**config.mk**
```make
export PLATFORM = sky130hd
export DESIGN_NAME = fixed_point_mac
export DESIGN_NICKNAME = d
export VERILOG_FILES = /design/src/rtl/fixed_point_mac.sv
export SDC_FILE = /design/constraint.sdc
export NUM_CORES = 2
export LEC_CHECK = 0
export ABC_AREA = 1
export CAP_MARGIN = 20
export CORE_MARGIN = 4
export CORE_UTILIZATION = 40
export CTS_CLUSTER_DIAMETER = 80
export CTS_CLUSTER_SIZE = 10
export DETAILED_ROUTE_END_ITERATION = 12
export PLACE_DENSITY = 0.57
export RECOVER_POWER = 25
export SETUP_SLACK_MARGIN = 0.4
export SLEW_MARGIN = 40
export SYNTH_ARGS = -nofsm -noshare
export SYNTH_HDL_FRONTEND = slang
export SYNTH_SLANG_ARGS = --single-unit
```
**constraint.sdc**
```tcl
create_clock -name clk_i -period 25.4 [get_ports clk_i]
set_input_delay 3.81 -clock clk_i [delete_from_list [all_inputs] [get_ports clk_i]]
set_output_delay 3.81 -clock clk_i [all_outputs]
set_load 0.05 [all_outputs]
```
**src/rtl/fixed_point_mac.sv**
```systemverilog
// fixed_point_mac
// Streaming, pipelined multiply-accumulate over sign-magnitude fixed-point
// operands (Qq_m.q_n plus a sign bit). One (a, b) pair is accepted per cycle.
// Products are accumulated at full internal width. At the packet boundary
// one rounded, saturated sign-magnitude result is emitted.
//
// Ports:
//   clk_i       clock, rising-edge active
//   rst_i       synchronous active-high reset
//   a_in, b_in  operands: bit W-1 is the sign, the rest is the magnitude
//   valid_i     operand pair valid
//   last_i      final pair of the packet (qualified by valid_i)
//   ready_o     block can accept a pair
//   y_out       sign-magnitude dot-product result
//   overflow_o  result was saturated to MAXMAG (qualified by valid_o)
//   valid_o     result valid
//   ready_i     downstream accepts the result
module fixed_point_mac #(
   parameter int q_m   = 16,
   parameter int q_n   = 16,
   parameter int GUARD = 4,
   parameter int ROUND = 0
) (
   input  logic             clk_i,
   input  logic             rst_i,
   input  logic [q_m+q_n:0] a_in,
   input  logic [q_m+q_n:0] b_in,
   input  logic             valid_i,
   input  logic             last_i,
   output logic             ready_o,
   output logic [q_m+q_n:0] y_out,
   output logic             overflow_o,
   output logic             valid_o,
   input  logic             ready_i
);

   localparam int M     = q_m + q_n;         // magnitude width
   localparam int PW    = 2 * M;             // raw product magnitude width
   localparam int RW    = 2 * q_m + q_n;     // rescaled product magnitude width
   localparam int ACC_W = 1 + RW + GUARD;

   localparam logic [PW-1:0] RND_ADD = (ROUND != 0) ? (PW'(1) << (q_n - 1)) : PW'(0);

   // Symmetric clamp: the accumulator never holds the most negative code,
   // so its absolute value always fits in ACC_W-1 bits.
   localparam logic signed [ACC_W:0] SAT_POS = {2'b00, {(ACC_W-1){1'b1}}};
   localparam logic signed [ACC_W:0] SAT_NEG = -SAT_POS;

   localparam logic [1:0] S_ACCUM = 2'd0;
   localparam logic [1:0] S_DRAIN = 2'd1;
   localparam logic [1:0] S_HOLD  = 2'd2;

   logic [1:0]       state_q, state_d;
   logic [ACC_W-1:0] prod_q, prod_d;
   logic             prod_vld_q, prod_last_q;
   logic             fin_q;
   logic [ACC_W-1:0] acc_q, acc_d;
   logic [M:0]       y_q, y_d;
   logic             ovf_q, ovf_d;
   logic             vld_q, vld_d;

   logic             accept;
   logic [PW-1:0]    p_mag, p_rnd;
   logic [RW-1:0]    r_mag;
   logic [ACC_W-1:0] r_ext;
   logic             p_neg;
   logic signed [ACC_W:0] sum;
   logic             acc_neg;
   logic [ACC_W-1:0] acc_abs;
   logic             acc_ovf;

   assign ready_o    = (state_q == S_ACCUM) && !rst_i;
   assign accept     = valid_i && ready_o;
   assign y_out      = y_q;
   assign overflow_o = ovf_q;
   assign valid_o    = vld_q;

   // Product stage: magnitude multiply, optional half-up rounding, rescale.
   // The rounding add cannot carry out of PW bits: (2^M-1)^2 + 2^(q_n-1) < 2^PW.
   assign p_mag = PW'(a_in[M-1:0]) * PW'(b_in[M-1:0]);
   assign p_rnd = p_mag + RND_ADD;
   assign r_mag = p_rnd[PW-1:q_n];
   assign r_ext = {{(ACC_W-RW){1'b0}}, r_mag};
   // A zero magnitude is always positive so negative zero never reaches the sum.
   assign p_neg  = (a_in[M] ^ b_in[M]) && (r_mag != '0);
   assign prod_d = p_neg ? -r_ext : r_ext;

   // One extra bit so the saturation test sees the true sum.
   assign sum = {acc_q[ACC_W-1], acc_q} + {prod_q[ACC_W-1], prod_q};

   assign acc_neg = acc_q[ACC_W-1];
   assign acc_abs = acc_neg ? -acc_q : acc_q;
   assign acc_ovf = |acc_abs[ACC_W-1:M];

   // NOTE: every signal written here gets a default first, so no path leaves
   // it unassigned and no latch is inferred.
   always_comb begin
      state_d = state_q;
      acc_d   = acc_q;
      y_d     = y_q;
      ovf_d   = ovf_q;
      vld_d   = vld_q;

      if (prod_vld_q) begin
         if (sum > SAT_POS)      acc_d = SAT_POS[ACC_W-1:0];
         else if (sum < SAT_NEG) acc_d = SAT_NEG[ACC_W-1:0];
         else                    acc_d = sum[ACC_W-1:0];
      end

      case (state_q)
         S_ACCUM: begin
            if (accept && last_i) state_d = S_DRAIN;
         end
         S_DRAIN: begin
            // fin_q marks the edge after the last product was summed.
            if (fin_q) begin
               y_d     = {acc_neg, acc_ovf ? {M{1'b1}} : acc_abs[M-1:0]};
               ovf_d   = acc_ovf;
               vld_d   = 1'b1;
               state_d = S_HOLD;
            end
         end
         S_HOLD: begin
            if (ready_i) begin
               vld_d   = 1'b0;
               acc_d   = '0;
               state_d = S_ACCUM;
            end
         end
         default: state_d = S_ACCUM;
      endcase
   end

   // NOTE: state registers use non-blocking assignments so every register
   // samples the pre-edge values regardless of statement order.
   always_ff @(posedge clk_i) begin
      if (rst_i) begin
         state_q     <= S_ACCUM;
         prod_q      <= '0;
         prod_vld_q  <= 1'b0;
         prod_last_q <= 1'b0;
         fin_q       <= 1'b0;
         acc_q       <= '0;
         y_q         <= '0;
         ovf_q       <= 1'b0;
         vld_q       <= 1'b0;
      end else begin
         state_q     <= state_d;
         prod_q      <= prod_d;
         prod_vld_q  <= accept;
         prod_last_q <= accept && last_i;
         fin_q       <= prod_vld_q && prod_last_q;
         acc_q       <= acc_d;
         y_q         <= y_d;
         ovf_q       <= ovf_d;
         vld_q       <= vld_d;
      end
   end

endmodule

```
==> out/results.env <==
GLOBALROUTE.TOTALOVERFLOW=0
CLOCKROOTBUFFER='clkbuf_16'
WORST_PATH_MOST_REPEATED_CELL='nand2_1'
CP_MAX_FO=42
HPWLAFTERDP_UM=132500
MAXCAPVIOLATIONS=2
RSZ0062_AT_GRT='false'
GRT_FIRST_PASS_WIRELENGTH_UM=254200
FIN_WORST_SKEW_PS=14.32
MINIMUM_CLOCK_PERIOD_AFTER_LAYOUT_PS=12580
NUMPORTBUFFERS=106
POSTSYNTHREGISTERBITS=146
CTS_REPAIR_RESIZE_COUNT=0
POST_SYNTH_NUM_CELL_TYPES=45
NUMBER_OF_ANTENNA_VIOLATIONS_AT_THE_FIRST_CHECK_IN_GLOBAL_ROUTING=0
YS_WARN_COUNT=0
SETUP_VIOLATIONS=0
SYNTHESIS.NETS=8523
DRT_ITER0_MARKERS=3566
LAYOUT_COMMONEST_CELL='nand2_1'
VIAS_IN_THE_FIRST_GLOBAL_ROUTE=44010
FIN_CRIT_SH=0.4952
INITIAL_CORE_UTIL=0.4025
ASYNC_RESET_FF_FRAC=0
NUM_ROWS=128
SYN_AREA_PER_CELL_UM2=6.757
LAYOUT_COMMON_CELLS='nand2_1, inv_1, fa_1'
SEQ_TOTAL_AREA_YOSYS=0.05974
FINISH.NET_COUNT=8474
GR-USAGE-ALL-LAYERS=0.2546
TRITONCTS='yes'
DIE_HEIGHT_UM=357.7
OUTCOME='complete, but fails checks'
DPL_WORST_SLACK_PS=12490
MAXSLEWVIOLCOUNT=94
GPL.FINAL_WEIGHTED_CONGESTION=0.9565
WORST_SKEW_LATE_LATENCY_PS=470
TIGHTESTPINTRANSITION_PS=3097
CRITPATHCAPTURETYPE='flip-flop'
START_KIND='input pin'
VIAS=43110
FINAL_LAYOUT_SIZE_SUFFIX_GT1_FRAC=0.02373
AREA_OF_THE_MAPPED_NETLIST_MM2=0.04892
RELSLEWSLACK=-1.065
VIAS_PER_CELL=4.883
WORST_EP_ARRIVAL_TIME_PS=12970
ANTENNA_CELLS_INSERTED=0
WORST_PATH_LARGEST_CELL_DELAY_PS=540
VIOLATIONS_IN_THE_FINAL_REPORTS='capacitance limit, slew limit'
DIE-AREA_MM2=0.1280
HTREE_NUM_LEVELS=4
SETUP_TNS_PS=0
CTSHOLDBUFFERS=0
SYNTHCELLS=7241
WORST-SETUP-PATH-TYPE='input pin to flip-flop'
DIEWIDTH_UM=357.7
FMAX_GHz=0.07950
SYNTH_EDF_COUNT=0
DRT_FIRST_PASS_ITERS=6
TOP_LEVEL_PORTS=107
DETAIL_ROUTE.WIRELENGTH_UM=158900
CELL_AT_THE_SLOWEST_STAGE_OF_THE_CRITICAL_PATH='fa_1'
REG_CLK_SLEW_REPORTED_PATHS_PS=70
DETAIL_ROUTE.DRC_VIOLATIONS=0
ROUTEDWLPERCELL_UM=18.00
TOTAL_CTS_BUFFERS=17
REGAREA_MM2=0.002923
POST_CTS.REPAIR.SETUP_BUFFERS=0
CTS_SINKS=146
FINALHOLDVIOLCOUNT=0
WORST_SETUP_SLACK_AFTER_LAYOUT_PS=12820
CORE_AREA_MM2=0.1216
SYN_TO_FINAL_GROWTH_PCT=6.619
LARGEST_NET_DEGREE_AT_THE_START_OF_GLOBAL_ROUTING=67
ANT_NETS=0
SYNTH_FLOP_CELL='dfxtp_1'
AREA_USED_BY_MULTI_INPUT_COMBINATIONAL_LOGIC_MM2=0.03733
WORST_HOLD_PATH_TYPE='flip-flop to flip-flop'
FILL_CELLS=12870
CTS.PATH.MAX_BUFFERS=2
CP.REQUIRED_PS=25790
-- synth_stat cells, drive strengths merged (4+ instances only) --
cell type	number	share of area
a31oi	4	0.00051
nand4	63	0.0082
nand3	199	0.021
nand3b	11	0.0017
inv	2051	0.16
xor2	76	0.014
o21ai	161	0.017
dfxtp	146	0.060
o21a	6	0.00092
a21o	8	0.0012
ha	315	0.081
nor2	416	0.034
nor4	13	0.0017
fa	896	0.37
clkbuf	224	0.017
buf	21	0.0028
o21bai	46	0.0072
a21oi	223	0.023
nand2	2282	0.18
and2	11	0.0014
xnor2	12	0.0021
nor3	36	0.0041
-- routing by layer --
metal | wire length (um) | track usage
met1 | 76280 | 0.3824
met2 | 69550 | 0.3995
met3 | 10210 | 0.02838
met4 | 2905 | 0.04649
met5 | 0 | 0
-- area by class of cell --
| class | count | area share |
|---|---|---|
| clock buffer | 17 | 0.008155 |
| tap | 1625 | 0.03898 |
| sequential | 146 | 0.05603 |
| timing repair buffer | 177 | 0.03022 |
| multi-input combinational | 4797 | 0.7156 |
| inverter | 2053 | 0.1477 |
| clock inverter | 15 | 0.003286 |
-- state kept, by name, indices dropped and copies added, names as in the netlist --
register,cells
prod_last_q,1
fin_q,1
y_out,33
valid_o,1
acc_q,53
prod_q,53
overflow_o,1
state_q,2
prod_vld_q,1
-- worst max-delay path, delay by kind of cell --
family / cells / cell delay [ps]
adders and majority gates: 9 / 4440
buffers and inverters: 10 / 1750
and+or+nand+nor: 21 / 2920
-- kinds of logic after synthesis --
group	count (synthesis)	synth area share
xor+xnor	88	0.01575
fa+ha+maj	1211	0.4472
flops	146	0.05974
compound gates	456	0.05084
buf+inv	2298	0.1775
simple gates	3042	0.2490
-- per-stage QoR --
stage                 util  cells  area [um2]  hold WS [ps]
floorplan                -   7241       48920         404.5
global placement    0.4242   8798       51560         407.7
detailed placement  0.4242   8798       51570         412.8
CTS                 0.4291   8830       52170         423.6
global route        0.4291   8830       52160         433.6
finish              0.4291   8830       52160         422.6
-- final timing paths --
check                                 start   endpoint  slack [ps]  cells past startpoint
worst max-delay path               a_in[12]  prod_q[3]       12820                     40
worst min-delay path            prod_last_q      fin_q         420                      2
worst max register to register    prod_q[0]  acc_q[23]       20850                     24
worst min register to register  prod_last_q      fin_q         420                      2
Power is left out: the tool's default activity adds up to more than one toggle a clock period on the data nets, which glitch-free logic cannot reach.
